==> config.mk <==
export PLATFORM = sky130hd
export DESIGN_NAME = servo_pwm_multi
export DESIGN_NICKNAME = d
export VERILOG_FILES = /design/src/rtl/servo_pwm_multi.sv
export SDC_FILE = /design/constraint.sdc
export NUM_CORES = 1
export LEC_CHECK = 0
export ABC_CLOCK_PERIOD_IN_PS = 6300
export CAP_MARGIN = 0
export CORE_AREA = 2 2 156 158
export DETAILED_ROUTE_END_ITERATION = 12
export DIE_AREA = 0 0 158 160
export HOLD_SLACK_MARGIN = 0.03
export SLEW_MARGIN = 20
export SYNTH_ARGS = -nofsm -noshare
export SYNTH_HDL_FRONTEND = slang
export SYNTH_SLANG_ARGS = --single-unit
==> constraint.sdc <==
create_clock -name clk -period 6.3 [get_ports clk]
set_input_delay 0.945 -clock clk [delete_from_list [all_inputs] [get_ports clk]]
set_output_delay 0.945 -clock clk [all_outputs]
set_load 0.02 [all_outputs]
==> src/rtl/servo_pwm_multi.sv <==
// rtl/servo_pwm_multi.sv - multi-channel servo PWM generator with per-frame target latching and slew limiting
module servo_pwm_multi #(
  parameter int CH     = 2,
  parameter int PERIOD = 2_000_000,
  parameter int MIN_PW = 100_000,
  parameter int MID_PW = 150_000,
  parameter int MAX_PW = 200_000,
  parameter int STEP   = 10_000
) (
  input  logic            clk,
  input  logic            rst,
  input  logic            en,
  input  logic [2*CH-1:0] servo_instruction,
  output logic [CH-1:0]   servo,
  output logic            frame_tick
);

  localparam int CW = $clog2(PERIOD);
  typedef logic [CW-1:0] cnt_t;
  typedef logic [CW:0]   wide_t;

  localparam cnt_t  LAST   = cnt_t'(PERIOD - 1);
  localparam cnt_t  PW_MIN = cnt_t'(MIN_PW);
  localparam cnt_t  PW_MID = cnt_t'(MID_PW);
  localparam cnt_t  PW_MAX = cnt_t'(MAX_PW);
  // A step wider than any pulse acts like an instant jump, so clamp it into range.
  localparam wide_t STEP_W = (STEP >= (1 << CW)) ? wide_t'(1 << CW) : wide_t'(STEP);

  if (!(MIN_PW <= MID_PW && MID_PW <= MAX_PW && MAX_PW < PERIOD)) begin : g_bad_pw
    $error("servo_pwm_multi: need MIN_PW <= MID_PW <= MAX_PW < PERIOD");
  end
  if (CH < 1 || CH > 8) begin : g_bad_ch
    $error("servo_pwm_multi: CH must be 1..8");
  end

  cnt_t           cnt_q, cnt_d;
  cnt_t           tgt_q [CH];
  cnt_t           tgt_d [CH];
  cnt_t           pw_q  [CH];
  cnt_t           pw_d  [CH];
  logic [CH-1:0]  servo_q, servo_d;
  logic           tick_q, tick_d;
  logic           frame_end;

  assign servo      = servo_q;
  assign frame_tick = tick_q;
  assign frame_end  = en && (cnt_q == LAST);

  function automatic cnt_t ramp(input cnt_t pw, input cnt_t tgt);
    wide_t pw_w, tgt_w, up, dn;
    cnt_t  res;
    pw_w  = {1'b0, pw};
    tgt_w = {1'b0, tgt};
    up    = pw_w + STEP_W;
    dn    = pw_w - STEP_W;
    res   = pw;
    if (STEP == 0) begin
      res = tgt;
    end else if (pw_w < tgt_w) begin
      res = (up > tgt_w) ? tgt : up[CW-1:0];
    end else if (pw_w > tgt_w) begin
      res = (pw_w >= tgt_w + STEP_W) ? dn[CW-1:0] : tgt;
    end
    return res;
  endfunction

  always_comb begin
    cnt_d  = (!en || frame_end) ? '0 : cnt_q + cnt_t'(1);
    tick_d = en && (cnt_q == '0);
    servo_d = '0;
    for (int c = 0; c < CH; c++) begin
      tgt_d[c]   = tgt_q[c];
      pw_d[c]    = pw_q[c];
      servo_d[c] = en && (cnt_q < pw_q[c]);
      // Instructions are only sampled on the last cycle so a running pulse never changes.
      if (frame_end) begin
        case (servo_instruction[2*c +: 2])
          2'b00:   tgt_d[c] = PW_MID;
          2'b01:   tgt_d[c] = PW_MIN;
          2'b10:   tgt_d[c] = PW_MAX;
          default: tgt_d[c] = tgt_q[c];
        endcase
        pw_d[c] = ramp(pw_q[c], tgt_d[c]);
      end
    end
  end

  always_ff @(posedge clk) begin
    if (rst) begin
      cnt_q   <= '0;
      tick_q  <= 1'b0;
      servo_q <= '0;
      for (int c = 0; c < CH; c++) begin
        tgt_q[c] <= PW_MID;
        pw_q[c]  <= PW_MID;
      end
    end else begin
      cnt_q   <= cnt_d;
      tick_q  <= tick_d;
      servo_q <= servo_d;
      tgt_q   <= tgt_d;
      pw_q    <= pw_d;
    end
  end

endmodule
==> run metrics <==
ANT nets after route 0; Synth cell types 85; GRT met3 Usage 3.392%; Net Sw Frac 32.41%; clk slew on worst S/H paths 0.09 ns; commonest non-fill, non-tap cell in the layout ha_1; Residual DRC 0; WS Path Type in2reg; clock latency on the worst-skew pair 0.37 ns; Min Hold Slack 0.4552 ns; WL final 30870 µm; maximum capacitance violations 0; gr busiest metal met2; Pleak 4.758 nW; fin crit period 5.818 ns; slew margin rel. 24.55%; GRT overflow 0; Pre-antenna DRT Iters 5; hold buffer count at CTS 0; Tot GR Track Use 24.87%; TritonCTS Sinks 108; delay of the slowest critical-path stage 0.54 ns; crit-path cells clkdlybuf4s50_1 -> ha_1 -> nand2b_1 -> a21boi_0 -> inv_1 -> ha_1 -> nand3_1 -> a41oi_1 -> a21o_1 -> a32o_1 -> nand2b_1 -> nor3_1 -> xor2_1 -> ha_1 -> a211oi_1 -> nand3_1 -> nor4_1 -> a21o_1 -> nor3_4 -> or2_1 -> or3_1 -> a21oi_1; Syn Area/Cell 7.945 µm²; via count of the routed design 9752; Finish-stage setup viols 0; initial antenna violation count 0; Die X 158 µm; Resized Gates After CTS 0; Mapped Nets 1484; most frequent cells in the layout ha_1, nand2_1, dfxtp_1, nor2_1, a21oi_1; CTS buffer count 9; Worst Hold Class reg2reg; Worst EP required 6.60 ns; Placer Congestion 0.9099; Max Slew Vio Count 0; Post-CTS Setup Inserts 0; Yosys Warn Count 0; predominant post-synthesis flop cell dfxtp_1; routed vias/inst 5.972; H-tree depth 3; cell family with most CP delay simple AND/OR/NAND/NOR gates; Worst-Margin Slew 1.132 ns; slowest CP cell clkdlybuf4s50_1; layout cell share with drive strength beyond 1 5.959%; Setup crit start kind input pin; met2 Usage GRT 41.40%; Psw 548.0 µW; Post-Syn Instances 1309; TNS Setup 0 ns; asr flop ratio synth 0%; worst path buffer plus inverter count 2; Syn Std Cell Area 0.01040 mm²; Int Pwr 1.143 mW; RSZ-0062 raised after global routing no; Post-synth EDFFs 0; first-pass GRT wire length 49850 µm; Hold Fails Final Rpt 0; sequential area share after synthesis 20.79%; Die Y 160 µm; initial core utilization 43.66%; detailed placer's ending HPWL 23370 µm; largest net degree at the start of global routing 46; Synth Register Bits 108; power density cells 151.2 mW/mm²; CTS tree built; Worst Skew 0.01539 ns; DIE AREA 0.02528 mm²; I/O Buffers 9; Comb pwr share 21.3%; number of antenna cells inserted 0; area grow syn2layout 7.544%; Clk pwr share 38.1%; Worst setup EP type flip-flop; crit-path max FO 20; core area 0.02382 mm²; fmax 171.9 MHz; fin crit share 92.35%; Flop pwr share 40.5%; drt first-iter violations 831; critical path arrival 6.12 ns; Core Rows 57; outcome finished, final reports clean; grt met1 use 33.20%; peak supply drop 0.1212 mV; nets 1479; DR WL/cell 18.90 µm; IO Pins 10; clk buf depth 2; Root Buffer clkbuf_16; cell mode on critical path ha_1; vias in the first global route 9250
## cell type report
| class | count | area, µm² |
|---|---|---|
| flip-flops and latches | 108 | 2162 |
| well taps | 324 | 405.4 |
| clock inverters | 7 | 103.9 |
| clock buffers | 9 | 225.2 |
| repair buffers | 41 | 325.3 |
| fillers | 2394 | 12640 |
| multi-input cells | 1058 | 7640 |
| inverters | 86 | 322.8 |
## worst reg2reg max path, stage by stage, from the launching register on
cell	delay, ns
dfxtp_1	0.63
inv_1	0.24
o41ai_2	0.54
nand3_1	0.15
a21oi_1	0.38
nand4_1	0.16
xnor2_1	0.24
ha_1	0.29
and3_1	0.19
a221oi_1	0.28
o21ai_0	0.24
a2111oi_2	0.32
a211o_1	0.23
and3_1	0.18
or2_1	0.57
nor2_1	0.19
a2111o_1	0.44
## sequential cells by signal (all words and copies together), names as in the netlist
signal,count
tgt_q,42
servo,2
frame_tick,1
cnt_q,21
pw_q,42
## path summary, 6_finish.rpt
kind / startpoint / endpoint / slack (ns) / cells after the start
max reg2reg: pw_q[6] / pw_q[6] / 0.91 / 16
max: servo_instruction[2] / pw_q[2] / 0.48 / 22
min: tgt_q[21] / tgt_q[21] / 0.46 / 1
min reg2reg: tgt_q[21] / tgt_q[21] / 0.46 / 1
## cells in the mapped netlist, drive strengths merged, types with 11 or more instances
library cell | instances | share of area (%)
ha | 168 | 20
nand2 | 114 | 4.1
dfxtp | 108 | 21
nor2 | 99 | 3.6
a21oi | 86 | 4.1
inv | 84 | 3.0
xnor2 | 59 | 5.0
o21ai | 55 | 2.6
nand3 | 53 | 2.6
a21o | 34 | 2.5
clkbuf | 33 | 1.2
nand4 | 33 | 2.0
nor3 | 32 | 1.7
and2 | 28 | 1.7
o211ai | 27 | 1.9
buf | 24 | 1.5
xor2 | 24 | 2.0
a211oi | 23 | 1.7
or3 | 16 | 1.0
and3 | 15 | 0.95
nand2b | 12 | 0.72
nor2b | 11 | 0.66
nor4 | 11 | 0.66
## metal layers
metal / vias up / share of wire, % / wire (µm)
li1: 4800 / - / -
met1: 4590 / 46 / 14060
met2: 303 / 47 / 14540
met3: 59 / 4.6 / 1426
met4: 0 / 2.7 / 842
met5: - / 0 / 0
## power groups by stage
stage | registers (mW) | clock network, mW | logic (mW)
2_1_floorplan | 0.703 | 0 | 0.251
3_3_place_gp | 0.702 | 0 | 0.354
3_5_place_dp | 0.702 | 0 | 0.355
4_1_cts | 0.686 | 0.663 | 0.357
5_1_grt | 0.686 | 0.683 | 0.401
6_report | 0.686 | 0.644 | 0.361
## per-stage QoR
stage / total power, mW / worst slack, ns / instances / utilization (%) / cell area (µm²)
after floorplan: 0.9534 / 0.7772 / 1309 / - / 10400
after global placement: 1.056 / 0.3676 / 1617 / 45.57 / 10860
after detailed placement: 1.057 / 0.1456 / 1617 / 45.57 / 10860
after CTS: 1.706 / 0.5156 / 1633 / 46.95 / 11180
after global routing: 1.770 / 0.04021 / 1633 / 46.95 / 11180
final: 1.691 / 0.4822 / 1633 / 46.95 / 11180
## cells by family after synthesis
kind of cell               after synthesis  share of synthesized area (%)
xor gates and xnor gates                85                          7.423
DFF                                    108                          20.79
adders and majority gates              168                          20.21
and+or+nand+nor                        449                          21.64
AOI/OAI and AO/OA                      346                          23.21
muxes                                   10                         0.9745
buffers and inverters                  143                          5.751
(Power assumes the default switching activity.)
